===== src/rtl/fpnew_inorder_issue_pkg.sv =====
// Shared types for the in-order FPU issue / reorder front end.
package fpnew_inorder_issue_pkg;

    // IEEE exception flags returned alongside every FPU result
    typedef struct packed {
        logic NV;
        logic DZ;
        logic OF;
        logic UF;
        logic NX;
    } status_t;

endpackage


===== src/rtl/fpnew_inorder_issue.sv =====
// Tags core operations, issues them to an FPU back-end and returns the
// possibly out-of-order results to the core strictly in issue order.
module fpnew_inorder_issue
    import fpnew_inorder_issue_pkg::*;
#(
    parameter int unsigned Width       = 32,
    parameter int unsigned NumOperands = 3,
    parameter int unsigned OpInfoWidth = 16,
    parameter int unsigned UserWidth   = 8,
    parameter int unsigned Depth       = 4,
    localparam int unsigned IdxWidth   = $clog2(Depth)
) (
    input  logic                         clk_i,
    input  logic                         rst_i,
    input  logic                         flush_i,
    input  logic                         req_valid_i,
    output logic                         req_ready_o,
    input  logic [NumOperands*Width-1:0] req_operands_i,
    input  logic [OpInfoWidth-1:0]       req_opinfo_i,
    input  logic [UserWidth-1:0]         req_user_i,
    output logic                         fpu_valid_o,
    input  logic                         fpu_ready_i,
    output logic [NumOperands*Width-1:0] fpu_operands_o,
    output logic [OpInfoWidth-1:0]       fpu_opinfo_o,
    output logic [IdxWidth-1:0]          fpu_tag_o,
    output logic                         fpu_flush_o,
    input  logic                         fpu_out_valid_i,
    output logic                         fpu_out_ready_o,
    input  logic [Width-1:0]             fpu_result_i,
    input  status_t                      fpu_status_i,
    input  logic [IdxWidth-1:0]          fpu_tag_i,
    output logic                         rsp_valid_o,
    input  logic                         rsp_ready_i,
    output logic [Width-1:0]             rsp_result_o,
    output status_t                      rsp_status_o,
    output logic [UserWidth-1:0]         rsp_user_o,
    output logic                         busy_o
);

    typedef struct packed {
        logic                 alloc;
        logic                 done;
        logic [UserWidth-1:0] user;
        logic [Width-1:0]     result;
        status_t              status;
    } entry_t;

    entry_t              r_rob [Depth];
    logic [IdxWidth:0]   r_wrPtr;
    logic [IdxWidth:0]   r_rdPtr;

    logic [IdxWidth-1:0] w_wrIdx;
    logic [IdxWidth-1:0] w_rdIdx;
    logic                w_full;
    logic                w_empty;
    logic                w_issue;
    logic                w_resultWr;
    logic                w_retire;

    // Pointers carry an extra wrap bit so full and empty are distinguishable
    assign w_wrIdx = r_wrPtr[IdxWidth-1:0];
    assign w_rdIdx = r_rdPtr[IdxWidth-1:0];
    assign w_full  = (w_wrIdx == w_rdIdx) && (r_wrPtr[IdxWidth] != r_rdPtr[IdxWidth]);
    assign w_empty = (r_wrPtr == r_rdPtr);

    assign fpu_valid_o    = req_valid_i & ~w_full & ~flush_i;
    assign req_ready_o    = fpu_ready_i & ~w_full & ~flush_i;
    assign fpu_operands_o = req_operands_i;
    assign fpu_opinfo_o   = req_opinfo_i;
    assign fpu_tag_o      = w_wrIdx;
    assign fpu_flush_o    = flush_i;

    // Space is reserved at issue, so results can always be accepted
    assign fpu_out_ready_o = 1'b1;

    assign w_issue    = fpu_valid_o & fpu_ready_i;
    assign w_resultWr = fpu_out_valid_i & ~flush_i & r_rob[fpu_tag_i].alloc;

    assign rsp_valid_o  = r_rob[w_rdIdx].alloc & r_rob[w_rdIdx].done;
    assign rsp_result_o = r_rob[w_rdIdx].result;
    assign rsp_status_o = r_rob[w_rdIdx].status;
    assign rsp_user_o   = r_rob[w_rdIdx].user;
    assign w_retire     = rsp_valid_o & rsp_ready_i;

    assign busy_o = ~w_empty;

    always_ff @(posedge clk_i or posedge rst_i) begin
        if (rst_i) begin
            r_wrPtr <= '0;
            r_rdPtr <= '0;
            for (int i = 0; i < Depth; i++) begin
                r_rob[i] <= '0;
            end
        end else if (flush_i) begin
            r_wrPtr <= '0;
            r_rdPtr <= '0;
            for (int i = 0; i < Depth; i++) begin
                r_rob[i].alloc <= 1'b0;
                r_rob[i].done  <= 1'b0;
            end
        end else begin
            // Issue, result write and retire always target distinct entries
            if (w_issue) begin
                r_rob[w_wrIdx].alloc <= 1'b1;
                r_rob[w_wrIdx].done  <= 1'b0;
                r_rob[w_wrIdx].user  <= req_user_i;
                r_wrPtr              <= r_wrPtr + {{IdxWidth{1'b0}}, 1'b1};
            end
            if (w_resultWr) begin
                r_rob[fpu_tag_i].done   <= 1'b1;
                r_rob[fpu_tag_i].result <= fpu_result_i;
                r_rob[fpu_tag_i].status <= fpu_status_i;
            end
            if (w_retire) begin
                r_rob[w_rdIdx].alloc <= 1'b0;
                r_rob[w_rdIdx].done  <= 1'b0;
                r_rdPtr              <= r_rdPtr + {{IdxWidth{1'b0}}, 1'b1};
            end
        end
    end

    // A returning tag must name a live entry that has not completed yet
    a_resultAllocated: assert property (@(posedge clk_i) disable iff (rst_i)
        (fpu_out_valid_i && !flush_i) |-> r_rob[fpu_tag_i].alloc);
    a_resultNotDone: assert property (@(posedge clk_i) disable iff (rst_i)
        (fpu_out_valid_i && !flush_i) |-> !r_rob[fpu_tag_i].done);

endmodule


===== config.mk =====
export PLATFORM = sky130hd
export DESIGN_NAME = fpnew_inorder_issue
export DESIGN_NICKNAME = d
export VERILOG_FILES = /design/src/rtl/fpnew_inorder_issue_pkg.sv /design/src/rtl/fpnew_inorder_issue.sv
export SDC_FILE = /design/constraint.sdc
export NUM_CORES = 1
export LEC_CHECK = 0
export BUFFER_PORTS_ARGS = -buffer_cell sky130_fd_sc_hd__buf_2
export CORE_UTILIZATION = 29
export DETAILED_ROUTE_END_ITERATION = 12
export HOLD_SLACK_MARGIN = 0.05
export PLACE_DENSITY = 0.61
export SETUP_SLACK_MARGIN = 0.05
export SLEW_MARGIN = 20
export SYNTH_ARGS = -nofsm -noshare
export SYNTH_HDL_FRONTEND = slang
export SYNTH_SLANG_ARGS = --single-unit

===== constraint.sdc =====
create_clock -name clk_i -period 5.66 [get_ports clk_i]
set_input_delay 0.566 -clock clk_i [delete_from_list [all_inputs] [get_ports clk_i]]
set_output_delay 0.566 -clock clk_i [all_outputs]
set_load 0.02 [all_outputs]

==> results.py <==
metrics = {
    "floorplan": {
        "fp-row-count": 66,
        "core_area_um2": 32600,
        "start_util_pct": 29.5,
        "boundaryPins": 331,
        "die_area_um2": 33900,
        "die_y_um": 184,
        "die_x_um": 184,
    },
    "power_and_ir_drop": {
        "vdd.ir_drop.worst_v": 0.000179,
        "total_leakage_power_nw": 4.88,
        "powerDensity_nw_per_um2": 306,
    },
    "synth": {
        "yosysWarnings": 0,
        "yosysMostFrequentCell": "dfrtp_1",
        "netlist_instances": 645,
        "synth.yosys.seq_area_share_pct": 50.4,
        "syn-mean-instance-area_um2": 14.9,
        "yosysTopAreaCell": "dfrtp_1",
        "synth_edf_count": 0,
        "yosys_most_used_dff": "dfrtp_1",
        "synth.area.top_cells": "dfrtp_1 50%, mux2_2 20%, mux4_2 11%",
        "async_reset_ff_share_pct": 100,
        "synth_seq_cells": 194,
        "yosys.cell_types.count": 41,
        "synth_commonest_cells": "194 x dfrtp_1, 169 x mux2_2, 122 x buf_4",
        "synth_area_um2": 9630,
        "syn_nets": 819,
        "synth_top_area_share_pct": 50.4,
    },
    "global_route": {
        "grtUsageMet3_pct": 3.22,
        "grt_max_degree": 104,
        "grt.overflow.total": 0,
        "met2_usage_pct": 19.9,
        "grt_pass1_vias": 5390,
        "grt.total_usage_pct": 12.6,
        "grt-busiest-layer": "met2",
        "grt_use_met1_pct": 16.4,
        "grt_pass1_wl_um": 32100,
        "antenna_found_initial": 1,
    },
    "clock_tree": {
        "path_clk_slew_ps": 80,
        "cts_root_buffer": "clkbuf_16",
        "clk_latency_ps": 440,
        "postCtsHoldBufs": 0,
        "cts_tree": "built",
        "cts.sinks": 194,
        "cts_buffer_depth": 2,
        "cts_made_buffers": 17,
        "cts_max_level": 4,
        "cts_setup_buffers": 0,
        "cts_resized": 0,
    },
    "sta": {
        "finalSetupViolations": 0,
        "fin_crit_ps": 3320,
        "grt_setup_unrepaired": "no",
        "max_freq_ghz": 0.301,
        "fin_crit_sh_pct": 58.7,
        "drv_slew": 0,
        "slew_headroom_pct": 37.1,
        "worstMarginPinSlew_ps": 943,
        "hold_viol_final": 0,
        "tns_ps": 0,
        "clock_skew_ps": 14.5,
        "hold-worst-slack_ps": 241,
    },
    "run": {
        "drv_cap": 0,
    },
    "worst_setup_path": {
        "r2r_cells": 5,
        "critical-path-top-delay-family": "buffers and inverters",
        "slowest_delay_ps": 840,
        "crit_arrival_ps": 2760,
        "crit_path_max_fanout": 29,
        "reg2reg_setup_slack_ps": 3010,
        "worstPathRequired_ps": 5090,
        "critPathBufInv": 4,
        "startpoint_type": "register",
        "timing.rr.end": "r_rob[186]$_DFF_PP0_",
        "cp_cell_sequence": "buf_4, inv_2, mux4_2, inv_1, buf_2",
        "cp-end-kind": "output port",
        "reg2reg_from": "r_rdPtr[1]$_DFFE_PP0P_",
        "critical_path_class": "register to output port",
        "cpMaxStageDelayCell": "dfrtp_4",
    },
    "finish": {
        "final_util_pct": 31.9,
        "drive_above_1_share_pct": 59.9,
        "nets": 805,
        "areaGrowthSynthToFinish_pct": 8.03,
    },
    "drt": {
        "vias": 4994,
        "postRouteAntennaNets": 0,
        "viasPerCell": 4.59,
        "wl_um": 19700,
        "drtPass1Iterations": 4,
        "drc": 0,
        "drt_iter0_markers": 199,
        "drt-wirelength-per-cell_um": 18.1,
    },
    "hold_path": {
        "hold_class": "input pin to async pin",
    },
    "placed_design": {
        "portBuffers": 105,
        "dpl.hpwl_um": 12700,
        "gp_congestion": 0.717,
    },
    "run_status": {
        "status": "complete, no violations",
    },
}
## how the worst max path moves through the flow
stage | start | to | slack (ps) | cells after the start
final | r_rdPtr[1]$_DFFE_PP0P_ | rsp_valid_o | 2340 | 5
after global routing | r_rdPtr[1]$_DFFE_PP0P_ | rsp_valid_o | 2080 | 5
after CTS | r_rdPtr[1]$_DFFE_PP0P_ | rsp_valid_o | 2230 | 5
after detailed placement | r_rdPtr[1]$_DFFE_PP0P_ | rsp_valid_o | 2730 | 5
after global placement | r_rdPtr[1]$_DFFE_PP0P_ | rsp_valid_o | 2740 | 5
after floorplan | rst_i | async pin | 2590 | 1
## routing by layer
layer	up-vias	wire length [um]
met5	-	13
met2	120	9650
met4	2	374
li1	2201	-
met3	55	890
met1	2616	8750
## placed cells by master, fill, tap and decap left out, drive strengths merged
| cell | netlist | final |
|---|---|---|
| nand3 | 1 | 1 |
| or3 | 2 | 2 |
| xor2 | 1 | 1 |
| a211oi | 4 | 4 |
| nor2 | 6 | 6 |
| buf | 144 | 113 |
| and4 | 1 | 1 |
| a31oi | 5 | 5 |
| diode | 0 | 1 |
| nor2b | 2 | 2 |
| and4b | 1 | 1 |
| mux2i | 2 | 2 |
| bufinv | 0 | 3 |
| dfrtp | 194 | 194 |
| clkbuf | 2 | 18 |
| o221a | 2 | 2 |
| a221oi | 3 | 3 |
| clkinv | 1 | 5 |
| clkinvlp | 0 | 2 |
| mux4 | 46 | 46 |
| and3 | 2 | 2 |
| conb | 1 | 1 |
| nand4b | 4 | 4 |
| xnor2 | 3 | 3 |
| ha | 8 | 8 |
| a21oi | 2 | 2 |
| inv | 9 | 14 |
| mux2 | 180 | 180 |
| nor3b | 3 | 3 |
| nand3b | 2 | 2 |
| nand2 | 7 | 7 |
| a31o | 1 | 1 |
| o21ai | 6 | 6 |
## kinds of logic after synthesis
group | Yosys count | share of synthesized area [%]
muxes | 228 | 32.3
DFF | 194 | 50.4
buffers and inverters | 156 | 11.1
and+or+nand+nor | 31 | 1.97
AOI/OAI and AO/OA | 23 | 2.18
adders and majority gates | 8 | 1.04
xor gates and xnor gates | 4 | 0.948
other | 1 | 0.0389
## stage by stage
step / worst slack [ps] / total power [mW] / area, um2 / instances
3_5_place_dp: 2730 / 1.92 / 9770 / 1054
3_3_place_gp: 2740 / 1.91 / 9770 / 1054
5_1_grt: 2080 / 3.33 / 10400 / 1086
4_1_cts: 2230 / 3.24 / 10400 / 1086
2_1_floorplan: 2590 / 1.91 / 9630 / 645
6_report: 2340 / 3.19 / 10400 / 1087
## layout make-up
| cell class | instances | area [um2] |
|---|---|---|
| Inverter | 10 | 41.3 |
| Timing Repair Buffer | 113 | 598 |
| Clock inverter | 14 | 195 |
| Multi-Input combinational cell | 295 | 3710 |
| Clock buffer | 18 | 439 |
| Fill cell | 3231 | 22200 |
| Antenna cell | 1 | 2.50 |
| Sequential cell | 194 | 4860 |
| Tap cell | 442 | 553 |
## power by group
| part | internal, mW | switching [mW] | leakage (nW) |
|---|---|---|---|
| registers | 1.48 | 0.0443 | 2.65 |
| clock network | 0.726 | 0.578 | 0.309 |
| logic | 0.177 | 0.187 | 1.92 |
| total | 2.38 | 0.810 | 4.88 |
No activity file was read; power rests on OpenSTA's default activity.
